[config.mk]
export PLATFORM = sky130hd
export DESIGN_NAME = bist_engine
export DESIGN_NICKNAME = d
export VERILOG_FILES = /design/src/rtl/bist_pkg.sv /design/src/rtl/bist_misr.sv /design/src/rtl/bist_engine.sv
export SDC_FILE = /design/constraint.sdc
export NUM_CORES = 1
export LEC_CHECK = 0
export BUFFER_PORTS_ARGS = -buffer_cell sky130_fd_sc_hd__buf_2
export CAP_MARGIN = 20
export CELL_PAD_IN_SITES_DETAIL_PLACEMENT = 1
export CELL_PAD_IN_SITES_GLOBAL_PLACEMENT = 2
export CORE_UTILIZATION = 25
export DETAILED_ROUTE_END_ITERATION = 8
export PLACE_DENSITY = 0.65
export REMOVE_ABC_BUFFERS = 1
export SETUP_SLACK_MARGIN = 0.2
export SYNTH_ARGS = -nofsm -noshare
export SYNTH_HDL_FRONTEND = slang
export SYNTH_HIERARCHICAL = 1
export SYNTH_SLANG_ARGS = --single-unit
export TNS_END_PERCENT = 30
[constraint.sdc]
create_clock -name clk_50MHz -period 2.94 [get_ports clk_50MHz]
set_clock_uncertainty 0.05 [all_clocks]
set_input_delay 0.294 -clock clk_50MHz [delete_from_list [all_inputs] [get_ports clk_50MHz]]
set_output_delay 0.294 -clock clk_50MHz [all_outputs]
set_load 0.01 [all_outputs]
[src/rtl/bist_pkg.sv]
// Shared definitions for the BIST engine: opcodes, FSM states, LFSR/MISR
// polynomials, status word layout and single-step helpers.
package bist_pkg;

  localparam logic [3:0] OP_ABORT = 4'h0;
  localparam logic [3:0] OP_BIST  = 4'h3;
  localparam logic [3:0] OP_FUNC  = 4'h4;

  typedef enum logic [1:0] {
    ST_IDLE,
    ST_RUN,
    ST_FLUSH,
    ST_DONE
  } bist_state_t;

  localparam logic [5:0]  LFSR_TAPS = 6'h30;
  localparam logic [11:0] MISR_POLY = 12'h053;

  localparam int unsigned ST_BUSY_BIT = 15;
  localparam int unsigned ST_DONE_BIT = 14;
  localparam int unsigned ST_PASS_BIT = 13;
  localparam int unsigned ST_FUNC_BIT = 12;

  function automatic logic [5:0] lfsr_step(input logic [5:0] l);
    return {l[4:0], ^(l & LFSR_TAPS)};
  endfunction

  function automatic logic [11:0] misr_step(input logic [11:0] m, input logic [3:0] d);
    return {m[10:0], 1'b0} ^ (m[11] ? MISR_POLY : 12'h000) ^ {8'h00, d};
  endfunction

endpackage

[src/rtl/bist_misr.sv]
// 12-bit multiple-input signature register with synchronous clear and enable.
// sig_next exposes the value the register takes on the coming edge.
module bist_misr
  import bist_pkg::*;
(
  input  logic        clk,
  input  logic        rst_n,
  input  logic        clr,
  input  logic        en,
  input  logic [3:0]  din,
  output logic [11:0] sig,
  output logic [11:0] sig_next
);

  always_comb begin
    sig_next = sig;
    if (clr) begin
      sig_next = '0;
    end else if (en) begin
      sig_next = misr_step(sig, din);
    end
  end

  always_ff @(posedge clk or negedge rst_n) begin
    if (!rst_n) begin
      sig <= '0;
    end else begin
      sig <= sig_next;
    end
  end

endmodule

[src/rtl/bist_engine.sv]
// BIST engine behind the JTAG TAP data register: LFSR pattern generation
// into the UUL and MISR compaction of its response.
module bist_engine
  import bist_pkg::*;
#(
  parameter logic [5:0]  LFSR_SEED    = 6'h01,
  parameter int unsigned DEF_PATTERNS = 16,
  parameter int unsigned UUL_LAT      = 1,
  parameter logic [11:0] GOLDEN_SIG   = 12'h000
) (
  input  logic        clk_50MHz,
  input  logic        rst_n,
  input  logic        cmd_valid,
  input  logic [15:0] cmd,
  input  logic [5:0]  func_in,
  output logic [5:0]  uul_in,
  input  logic [3:0]  uul_out,
  output logic        busy,
  output logic        done,
  output logic        pass,
  output logic [15:0] status
);

  bist_state_t        state, state_d;
  logic               func_mode, func_mode_d;
  logic [5:0]         lfsr, lfsr_d;
  logic [11:0]        cnt, cnt_d;
  logic [1:0]         flush_cnt, flush_d;
  logic [UUL_LAT-1:0] vld, vld_d;
  logic               busy_d, done_d, pass_d;
  logic [5:0]         uul_in_d;
  logic [11:0]        misr_q, misr_d;
  logic               cmd_start, cmd_abort, cmd_func, misr_en;
  logic [11:0]        cnt_load;

  assign cmd_abort = cmd_valid && (cmd[15:12] == OP_ABORT);
  assign cmd_start = cmd_valid && (cmd[15:12] == OP_BIST) &&
                     ((state == ST_IDLE) || (state == ST_DONE));
  assign cmd_func  = cmd_valid && (cmd[15:12] == OP_FUNC) &&
                     ((state == ST_IDLE) || (state == ST_DONE));
  assign cnt_load  = (cmd[11:0] == 12'h000) ? 12'(DEF_PATTERNS - 1) : cmd[11:0] - 12'd1;

  // Each RUN cycle is tagged; the tag emerges UUL_LAT cycles later, exactly
  // when that pattern's response sits on uul_out.
  assign misr_en = vld[UUL_LAT-1] & ~cmd_abort;

  always_comb begin
    vld_d = '0;
    if (!cmd_abort) begin
      vld_d[0] = (state == ST_RUN);
      for (int unsigned i = 1; i < UUL_LAT; i++) begin
        vld_d[i] = vld[i-1];
      end
    end
  end

  bist_misr u_misr (
    .clk      (clk_50MHz),
    .rst_n    (rst_n),
    .clr      (cmd_start),
    .en       (misr_en),
    .din      (uul_out),
    .sig      (misr_q),
    .sig_next (misr_d)
  );

  always_comb begin
    state_d     = state;
    func_mode_d = func_mode;
    lfsr_d      = lfsr;
    cnt_d       = cnt;
    flush_d     = flush_cnt;
    busy_d      = busy;
    done_d      = done;
    pass_d      = pass;

    case (state)
      ST_RUN: begin
        lfsr_d = lfsr_step(lfsr);
        if (cnt == 12'h000) begin
          state_d = ST_FLUSH;
          flush_d = 2'(UUL_LAT - 1);
        end else begin
          cnt_d = cnt - 12'd1;
        end
      end
      ST_FLUSH: begin
        if (flush_cnt == 2'd0) begin
          state_d = ST_DONE;
          busy_d  = 1'b0;
          done_d  = 1'b1;
          pass_d  = (misr_d == GOLDEN_SIG);
        end else begin
          flush_d = flush_cnt - 2'd1;
        end
      end
      default: ;
    endcase

    // Commands are decoded against the pre-transition state and override it.
    if (cmd_abort) begin
      state_d     = ST_IDLE;
      busy_d      = 1'b0;
      done_d      = 1'b0;
      pass_d      = 1'b0;
      func_mode_d = 1'b0;
    end else if (cmd_start) begin
      state_d     = ST_RUN;
      lfsr_d      = LFSR_SEED;
      cnt_d       = cnt_load;
      func_mode_d = 1'b0;
      busy_d      = 1'b1;
      done_d      = 1'b0;
      pass_d      = 1'b0;
    end else if (cmd_func) begin
      state_d     = ST_IDLE;
      func_mode_d = 1'b1;
      done_d      = 1'b0;
      pass_d      = 1'b0;
    end

    uul_in_d = (state_d == ST_RUN) ? lfsr_d : (func_mode_d ? func_in : 6'h00);
  end

  always_ff @(posedge clk_50MHz or negedge rst_n) begin
    if (!rst_n) begin
      state     <= ST_IDLE;
      func_mode <= 1'b0;
      lfsr      <= LFSR_SEED;
      cnt       <= '0;
      flush_cnt <= '0;
      vld       <= '0;
      busy      <= 1'b0;
      done      <= 1'b0;
      pass      <= 1'b0;
      uul_in    <= '0;
    end else begin
      state     <= state_d;
      func_mode <= func_mode_d;
      lfsr      <= lfsr_d;
      cnt       <= cnt_d;
      flush_cnt <= flush_d;
      vld       <= vld_d;
      busy      <= busy_d;
      done      <= done_d;
      pass      <= pass_d;
      uul_in    <= uul_in_d;
    end
  end

  always_comb begin
    status              = {4'h0, misr_q};
    status[ST_BUSY_BIT] = busy;
    status[ST_DONE_BIT] = done;
    status[ST_PASS_BIT] = pass;
    status[ST_FUNC_BIT] = func_mode;
  end

endmodule

## Yosys cells after proc, flatten, opt, wreduce, memory -nomap -nowiden

Index checks and enable logic that the tools add are counted.

- Register bits: 45
- Memories: 0
- Bits in latches: 0
- Output and inout bits: 25
- Bits in read-only memories: 0
- Word-level logic and storage cells: 87
- Bits of input ports: 29
- Memory bits (writable): 0

- $add $sub $neg: 3
- Reductions and logical operators: 21
- $mul: 0
- Bitwise logic cells: 4
- Mux-type cells: 40
- Div/mod/pow operators: 0
- Shift-type cells: 0
- Eq/ne operators: 8
- Order comparisons: 0

Operators by type and width:

| kind | number |
|---|---|
| $mux 12 | 7 |
| $logic_not 12->1 | 3 |
| $mux 6 | 5 |
| $sub 12x1->12 const B | 2 |
| $mux 1 | 18 |
| $mux 2 | 7 |
| $xor 12x12->12 | 1 |
| $xor 12x4->12 | 1 |
| $pmux 2 s2 | 2 |
| $reduce_bool 4->1 | 2 |
| $mux 7 | 1 |
| $reduce_bool 3->1 | 2 |
| $reduce_xor 6->1 | 1 |
| $logic_and 1x1->1 | 5 |
| $eq 2x1->1 const B | 2 |
| $eq 2x2->1 const B | 2 |
| $eq 4x2->1 const B | 1 |
| $eq 4x3->1 const B | 1 |
| $logic_not 2->1 | 2 |
| $logic_not 4->1 | 1 |
| $reduce_and 2->1 | 2 |
| $reduce_and 3->1 | 1 |
| $ne 2x1->1 const B | 1 |
| $ne 2x2->1 const B | 1 |
| 5 further kinds | 5 |

## Logic depth before layout (Yosys ltp)

Gate-level depths: netlist (run 1).

- Word-level depth: 12
- Gate-level depth with buffers: 13
- Depth with buffers taken out: 11

## Cells and area by module

Netlist (run 1), hierarchy kept.

Modules (own cells, without submodules):

| module | sequential area each (um^2) | area an instance (um^2) | times used | cells an instance |
|---|---|---|---|---|
| bist_engine | 827.0 | 2,064.5 | 1 | 211 |
| bist_misr | 300.3 | 548.0 | 1 | 46 |

## Worst setup path after synthesis (run 1)

Ideal clock, no wire load.

- Path type: register to register
- Start point: register state[1]
- End point: register pass
- Arrival time: 2,579 ps
- Slack: 239 ps
- Path buffers: 2
- Stages on the path, launching flop included: 13
- Library setup time: 71 ps
- Clock period less this slack: 2,701 ps
- Required time: 2,819 ps
- Cells stage by stage: dfrtp_1 -> ha_1 -> nand2_1 -> or4_1 -> clkinv_1 -> buf_1 -> clkbuf_1 -> a211oi_1 -> nor4_1 -> nand3_1 -> nor2_1 -> a21oi_1 -> nor2_1

- Longest elaborated chain between the ends: 10
- Elaborated cells on any way between the ends: 16
- Classes of those cells: 2 x eq/ne; 6 x mux; 8 x reduce/logical

Ends and longest elaborated chain:

| item | RTL line | RTL |
|---|---|---|
| start: declaration | bist_engine.sv:24 | `bist_state_t state, state_d;` |
| start signal: assignment | bist_engine.sv:138 | `state <= state_d;` |
| $eq 2x2->1 / $logic_not 2->1 (equally long branches) | bist_engine.sv:38 | `((state == ST_IDLE) \|\| (state == ST_DONE));` |
| $logic_or 1x1->1 (*) | bist_engine.sv:38 |  |
| $logic_and 1x1->1 (*) | bist_engine.sv:37 | `assign cmd_start = cmd_valid && (cmd[15:12] == OP_BIST) &&` |
| named net cmd_start | bist_engine.sv:33 | `logic cmd_start, cmd_abort, cmd_func, misr_en;` |
| $mux 12 (*) | bist_misr.sv:17 | `if (clr) begin` |
| named net misr_d[6] | bist_engine.sv:32 | `logic [11:0] misr_q, misr_d;` |
| $logic_not 12->1 (*) | bist_engine.sv:92 | `pass_d = (misr_d == GOLDEN_SIG);` |
| $mux 1 (*) | bist_engine.sv:88 | `if (flush_cnt == 2'd0) begin` |
| $mux 1 (*) | bist_engine.sv:77 | `case (state)` |
| $mux 1 (*) | bist_engine.sv:115 | `end else if (cmd_func) begin` |
| $mux 1 (*) | bist_engine.sv:107 | `end else if (cmd_start) begin` |
| $mux 1 (*) | bist_engine.sv:101 | `if (cmd_abort) begin` |
| end signal: assignment | bist_engine.sv:146 | `pass <= pass_d;` |
| end: declaration | bist_engine.sv:20 | `output logic pass,` |

Mark *: on every way through the listed nets, which the timed path passes. The rest lies on a longest branch. The select of a mux whose other input is x is not followed.
A chain may end at the register's enable or synchronous reset.

## Worst setup path after layout (run 1)

- Start point: register state[0]
- End point: register uul_in[1]

- Longest elaborated chain between the ends: 8
- Elaborated cells on any way between the ends: 22
- Classes of those cells: 4 x eq/ne; 14 x mux; 4 x reduce/logical

Ends and longest elaborated chain:

| item | RTL line | RTL |
|---|---|---|
| $eq 2x2->1 / $logic_not 2->1 (equally long branches) | bist_engine.sv:38, bist_engine.sv:40 |  |
| $logic_or 1x1->1 (*) | bist_engine.sv:38, bist_engine.sv:40 |  |
| $logic_and 1x1->1 | bist_engine.sv:39 | `assign cmd_func = cmd_valid && (cmd[15:12] == OP_FUNC) &&` |
| $mux 1 | bist_engine.sv:115 |  |
| $mux 1 (*) | bist_engine.sv:107 |  |
| $mux 1 (*) | bist_engine.sv:101 |  |
| named net func_mode_d | bist_engine.sv:25 | `logic func_mode, func_mode_d;` |
| $mux 6 (*) (2 in series) | bist_engine.sv:122 | `uul_in_d = (state_d == ST_RUN) ? lfsr_d : (func_mode_d ? func_in : 6'h00);` |
| named net uul_in_d[1] | bist_engine.sv:31 | `logic [5:0] uul_in_d;` |
| end signal: assignment | bist_engine.sv:147 | `uul_in <= uul_in_d;` |
| end: declaration | bist_engine.sv:16 | `output logic [5:0] uul_in,` |

Mark *: on every way through the listed nets, which the timed path passes. The rest lies on a longest branch.

==> results.tsv, run 1 <==
stage	metric	value	unit
logic_synthesis	synth_edf_count	0	
logic_synthesis	synthCells	257	
routing	highest_layer	met4	
floorplan	die_area	10900	um^2
run_status	outcome	complete, no violations	
logic_synthesis	synth_cell_types	52	
grt	antenna_found_initial	0	
routing	dr_wl_met2	3.10	mm
routing	postRouteAntennaNets	0	
routing	routedWlPerCell	14.6	um
logic_synthesis	syn_avg_cell_area	10.2	um^2
floorplan	initial_core_util	0.262	
grt	grt_start_max_net_pins	46	
clock_network	root_buffer	clkbuf_8	
finish	drive_above_1_share	0.272	
floorplan	die_w	104	um
clock_network	numCtsBuffers	5	
logic_synthesis	yosysWarnings	6	
pwr	power.total	1.83	mW
routing	dr_total_vias	2069	
pwr	power.density	580	nW/um^2
logic_synthesis	syn_area	2610	um^2
pwr	static-leakage-power	1.39	nW
pwr	vdd_drop_max	240	uV
clock_network	clkLatencyLatePin	0.30	ns
floorplan	die_h	104	um
floorplan	core_area	9950	um^2
clock_network	tritoncts	done	
finish	area.growth.synth_to_final	20.7	%
grt	gr-total-overflow	0	
logic_synthesis	ys_ff_latch	45	
placement	hpwl	4.92	mm
finish	final_cells	446	
finish	seqCellArea	1130	um^2
critical_path	cp-end-kind	register	
placement	io_buffer_count	53	
sta	holdWs	0.180	ns
grt	grt_pass1_wl	11.2	mm
logic_synthesis	synth_area_leaders	dfrtp_1 (42%), xnor2_1 (8.0%), mux2i_1 (5.4%)	
critical_path	worstPathArrival	2.65	ns
routing	wl_met1	3.20	mm
sta	finalHoldViolCount	0	
critical_path	worstSetupStartpointType	register	
hold_path	hold_path.class	in -> reg	
grt	first_global_vias	2230	
clock_network	clock_sinks	45	
routing	drt_pass1_iterations	4	
sta	timing.slew.headroom	0.691	
placement	gp_congestion	0.733	
sta	setup_viol	0	
placement	place_inst	436	
logic_synthesis	async_reset_ff_frac	1.00	
routing	wl_met3	130	um
critical_path	path_class	reg -> reg	
sta	tns	0	ns
sta	slew_violations	0	
floorplan	rows	36	
clock_network	ctsLongestPathBuffers	2	
routing	wl	6.50	mm
sta	worst_pin_slew	0.464	ns
finish	final_common_cell	buf_2	
sta	fmax	0.406	GHz
run	drv_cap	0	
sta	finalCritPeriodShare	0.837	
logic_synthesis	synth-main-ff-cell	dfrtp_1	
finish	stdcell_area	3150	um^2
sta	grt_setup_unrepaired	false	
sta	period_minus_slack	2.46	ns
finish	nets	349	
critical_path	worst_ep_required_time	3.13	ns
critical_path	critPathMaxFanout	14	
logic_synthesis	synth_top_area_cell	dfrtp_1	
logic_synthesis	yosysSeqAreaShare	0.432	
logic_synthesis	synth_top_area_frac	0.421	
finish	multiInputGateArea	1360	um^2
finish	fillers	1153	
finish	mostFrequentLayoutCells	buf_2 (53), dfrtp_1 (44), nor2_1 (32)	
routing	drc	0	
routing	first_iter_violations	73	
clock_network	htreeDepth	2	
placement	placed_area	3010	um^2
clock_network	cts_setup_buffers	0	
grt	grt_usage	0.128	
floorplan	io_pins	54	
routing	vias_per_cell	4.64	
clock_network	clkSlewWorstSetupHoldPaths	0.09	ns
finish	diodes	0	
## cell families after synthesis
group	Yosys count	share of synthesized area
AOI/OAI and AO/OA	42	0.138
xor gates and xnor gates	27	0.0963
adders and majority gates	8	0.0383
buffers and inverters	26	0.0498
DFF	45	0.432
muxes	15	0.0594
and+or+nand+nor	94	0.186
## where the power goes
part	leakage [nW]	internal, mW	switching, mW
clock	0.0585	0.278	0.220
sequential	0.579	0.746	0.102
combinational	0.752	0.224	0.259
total	1.39	1.25	0.581
## synth_stat cells, types with 2 or more instances
cell type  count
mux2i_1       14
nor3_1        16
xnor2_1       24
xor2_1         2
buf_2          2
nand3_1        4
a32o_1         5
buf_4          6
a21oi_1        4
or2_2          3
inv_1         11
a22oi_1        2
nor2_1        32
o31ai_1        2
a211oi_1       5
o21ai_0        4
nor2b_1        5
nor4_1         5
or4_1          4
ha_1           8
dfrtp_1       44
nand2b_1       3
o22ai_1        9
nand2_1       13
clkbuf_1       3
## registers in the layout (all words and copies together), names as in the netlist
| register | count |
|---|---|
| cnt | 12 |
| u_misr/sig | 12 |
| lfsr | 6 |
| uul_in | 6 |
| flush_cnt | 2 |
| state | 2 |
| busy | 1 |
| done | 1 |
| func_mode | 1 |
| pass | 1 |
| vld | 1 |
## worst max-delay path, cell delays in order (launching register included)
cell and delay, ns:
dfrtp_1 0.41, inv_1 0.08, ha_1 0.30, nand2_1 0.07, or4_1 0.12, clkinv_1 0.33
or4_1 0.66, inv_1 0.20, a32o_1 0.19
## final timing paths
kind / end / slack [ns] / cells after the start / startpoint
worst max register to register: uul_in[1] / 0.48 / 8 / state[0]
max in group asynchronous: lfsr[0] / 1.87 / 3 / rst_n
worst min register to register: done / 0.49 / 2 / done
min in group asynchronous: u_misr/sig[0] / 0.41 / 2 / rst_n
worst max-delay path: uul_in[1] / 0.48 / 8 / state[0]
worst min-delay path: cnt[0] / 0.18 / 2 / cmd[0]
## cell type report
class                   count  area share
multi-input cells         186       0.430
flip-flops and latches     45       0.357
repair buffers             61       0.108
well taps                 133      0.0528
clock buffers               7      0.0274
inverters                  13      0.0155
clock inverters             1     0.00952
## layer usage
layer / up-vias / GRT usage
met5: - / 0
met4: 0 / 0.0429
met3: 5 / 0.0213
met2: 25 / 0.212
met1: 1022 / 0.168
li1: 1017 / -
## stage by stage
| step | setup slack, ns | util |
|---|---|---|
| floorplan | 0.174 | - |
| global placement | 0.349 | 0.302 |
| detailed placement | 0.371 | 0.302 |
| CTS | 0.412 | 0.314 |
| global route | 0.243 | 0.317 |
| finish | 0.480 | 0.317 |
## timing repair
| item | in CTS | in global routing |
|---|---|---|
| resized for setup | 0 | 0 |
| endpoints found under the setup margin | 0 | 0 |
| hold buffers | 0 | 1 |
| endpoints found under the hold margin | 0 | 15 |
(Power assumes the default switching activity.)
==> run 2: changes to the inputs <==
--- a/config.mk
+++ b/config.mk
@@ -5,13 +5,14 @@
 export SDC_FILE = /design/constraint.sdc
 export NUM_CORES = 1
 export LEC_CHECK = 0
+export ABC_AREA = 1
 export BUFFER_PORTS_ARGS = -buffer_cell sky130_fd_sc_hd__buf_2
 export CAP_MARGIN = 20
 export CELL_PAD_IN_SITES_DETAIL_PLACEMENT = 1
 export CELL_PAD_IN_SITES_GLOBAL_PLACEMENT = 2
 export CORE_UTILIZATION = 25
 export DETAILED_ROUTE_END_ITERATION = 8
-export PLACE_DENSITY = 0.65
+export PLACE_DENSITY = 0.72
 export REMOVE_ABC_BUFFERS = 1
 export SETUP_SLACK_MARGIN = 0.2
 export SYNTH_ARGS = -nofsm -noshare
==> constraint.sdc (replaced) <==
create_clock -name clk_50MHz -period 2.1 [get_ports clk_50MHz]
set_clock_uncertainty 0.05 [all_clocks]
set_input_delay 0.21 -clock clk_50MHz [delete_from_list [all_inputs] [get_ports clk_50MHz]]
set_output_delay 0.21 -clock clk_50MHz [all_outputs]
set_load 0.01 [all_outputs]
==> results.tsv, run 2 <==
stage	metric	value	unit
logic_synthesis	synth_top_area_frac	0.400	
critical_path	worst_ep_required_time	2.26	ns
routing	routedWlPerCell	13.4	um
finish	drive_above_1_share	0.283	
grt	gr-total-overflow	0	
sta	finalCritPeriodShare	0.932	
finish	reg_top3	cnt: 12 flops, u_misr/sig: 12 flops	
finish	mostFrequentLayoutCells	nand2_1 (73), buf_2 (53), nor2_1 (45)	
critical_path	crit_family	simple AND/OR/NAND/NOR gates	
logic_synthesis	yosysMostFrequentCell	nand2_1	
pwr	power.density	1310	nW/um^2
routing	drc	0	
finish	final_common_cell	nand2_1	
routing	dr_total_vias	2551	
logic_synthesis	synth-main-ff-cell	dfrtp_1	
routing	wl	7.56	mm
floorplan	die_w	107	um
sta	grt_setup_unrepaired	true	
logic_synthesis	synth_edf_count	0	
pwr	intPower	2.51	mW
placement	place_inst	549	
clock_network	root_buffer	clkbuf_8	
routing	vias_per_cell	4.52	
finish	final_cells	564	
finish	nets	464	
critical_path	cp_common_cell	nand2_1	
logic_synthesis	synthCells	358	
floorplan	rows	37	
logic_synthesis	async_reset_ff_frac	1.00	
routing	wl_met3	244	um
pwr	vdd_drop_max	455	uV
sta	setup_viol	0	
grt	antenna_found_initial	0	
sta	period_minus_slack	1.96	ns
critical_path	path_class	reg -> reg	
grt	grt_pass1_wl	13.0	mm
finish	area.growth.synth_to_final	26.9	%
clock_network	htreeDepth	2	
floorplan	io_pins	54	
logic_synthesis	yosysWarnings	6	
pwr	switching_share	0.452	
placement	hpwl	5.70	mm
finish	fillers	1293	
sta	holdWs	0.0569	ns
grt	grt_usage	0.145	
run	drv_cap	0	
critical_path	critPathMaxFanout	7	
finish	post-route-util	0.333	
placement	gp_congestion	0.771	
sta	worst_pin_slew	0.687	ns
routing	wl_met1	3.42	mm
hold_path	hold_path.class	in -> reg	
logic_synthesis	yosysSeqAreaShare	0.409	
critical_path	crit_chain	inv_2 > ha_4 > nand2_4 > inv_4 > nand4_4 > clkinv_4 > buf_4 > a211oi_2 > nor4_2 > nand4_1 > nand2_1 > nand2_1 > inv_1	
sta	finalHoldViolCount	0	
pwr	p_clk_frac	0.151	
pwr	power.total	4.58	mW
routing	drt_pass1_iterations	6	
pwr	seqPwrFrac	0.337	
clock_network	clkLatencyLatePin	0.31	ns
sta	slew_violations	0	
placement	io_buffer_count	53	
floorplan	die_area	11400	um^2
critical_path	path_buf_inv	5	
grt	first_global_vias	2656	
sta	timing.slew.headroom	0.542	
pwr	pwr-share-comb	0.512	
routing	first_iter_violations	57	
logic_synthesis	synthTopCellsByCount	nand2_1 (76), nor2_1 (46), inv_1 (45)	
logic_synthesis	synth_area_leaders	dfrtp_1 (40%), nand2_1 (10%), nor2_1 (6.3%)	
critical_path	slowest_delay	0.41	ns
clock_network	clock_sinks	45	
critical_path	worstSetupStartpointType	register	
pwr	static-leakage-power	1.78	nW
critical_path	cp_slowest_cell	dfrtp_1	
routing	highest_layer	met4	
sta	fmax	0.511	GHz
logic_synthesis	synth_cell_types	36	
logic_synthesis	synth_top_area_cell	dfrtp_1	
floorplan	initial_core_util	0.262	
pwr	p_sw	2.07	mW
logic_synthesis	ys_ff_latch	45	
grt	grt_start_max_net_pins	29	
critical_path	cp-end-kind	register	
clock_network	numCtsBuffers	5	
logic_synthesis	syn_avg_cell_area	7.70	um^2
critical_path	worstPathArrival	2.11	ns
finish	diodes	0	
floorplan	die_h	107	um
clock_network	tritoncts	done	
floorplan	core_area	10500	um^2
logic_synthesis	syn_area	2760	um^2
routing	postRouteAntennaNets	0	
clock_network	ctsLongestPathBuffers	2	
routing	dr_wl_met2	3.85	mm
clock_network	clkSlewWorstSetupHoldPaths	0.09	ns
run_status	outcome	complete, no violations	
## run 2: power by group through the flow
stage | sequential, mW | combinational (mW) | clock [mW]
final | 1.55 | 2.34 | 0.691
after global routing | 1.61 | 2.68 | 0.743
after CTS | 1.55 | 2.29 | 0.720
after detailed placement | 1.56 | 2.20 | 0
after global placement | 1.54 | 2.14 | 0
after floorplan | 1.60 | 1.37 | 0
## run 2: per-stage QoR
step           area [um^2]  TNS [ns]  setup WS [ns]
6_report              3500         0          0.142
2_1_floorplan         2670    -0.122         -0.122
3_5_place_dp          3200   -0.0214        -0.0214
3_3_place_gp          3200         0         0.0749
4_1_cts               3410         0          0.107
5_1_grt               3500   -0.0328        -0.0328
## run 2: logic make-up after synthesis
group	Yosys count	share of synthesized area
AND/OR/NAND/NOR	184	0.312
buffers and inverters	61	0.0999
flip-flops	45	0.409
AO/OA/AOI/OAI	44	0.0913
XOR/XNOR	16	0.0509
adder cells (fa/ha/maj)	8	0.0363
## run 2: path summary, 6_finish.rpt
path | start | to | slack [ns] | cells past startpoint
setup / recovery | state[0] | pass | 0.14 | 13
hold reg to reg | flush_cnt[1] | flush_cnt[1] | 0.45 | 2
min in group asynchronous | rst_n | uul_in[3] | 0.42 | 2
setup reg to reg | state[0] | pass | 0.14 | 13
hold / removal | cmd[0] | cnt[0] | 0.06 | 2
max in group asynchronous | rst_n | u_misr/sig[2] | 0.97 | 3
## run 2: area by class of cell
cell class | instances | area, um^2 | share of cell area
well taps | 136 | 170 | 0.0487
flip-flops and latches | 45 | 1130 | 0.322
repair inverters | 1 | 7.51 | 0.00215
inverters | 50 | 205 | 0.0587
clock inverters | 3 | 46.3 | 0.0132
repair buffers | 72 | 437 | 0.125
multi-input cells | 252 | 1430 | 0.410
clock buffers | 5 | 68.8 | 0.0197
## run 2: metal layers
layer  vias up  track usage
met5         -            0
met4         0       0.0294
met3         5       0.0225
met2        47        0.257
met1      1229        0.185
li1       1270            -
## run 2: what timing repair did
item,CTS,global route
gates resized for setup,13,23
hold endpoints to repair,25,0
pin swaps,5,8
endpoints found under the setup margin,15,14
gates cloned,1,0
setup buffers,3,2
hold buffers,1,0
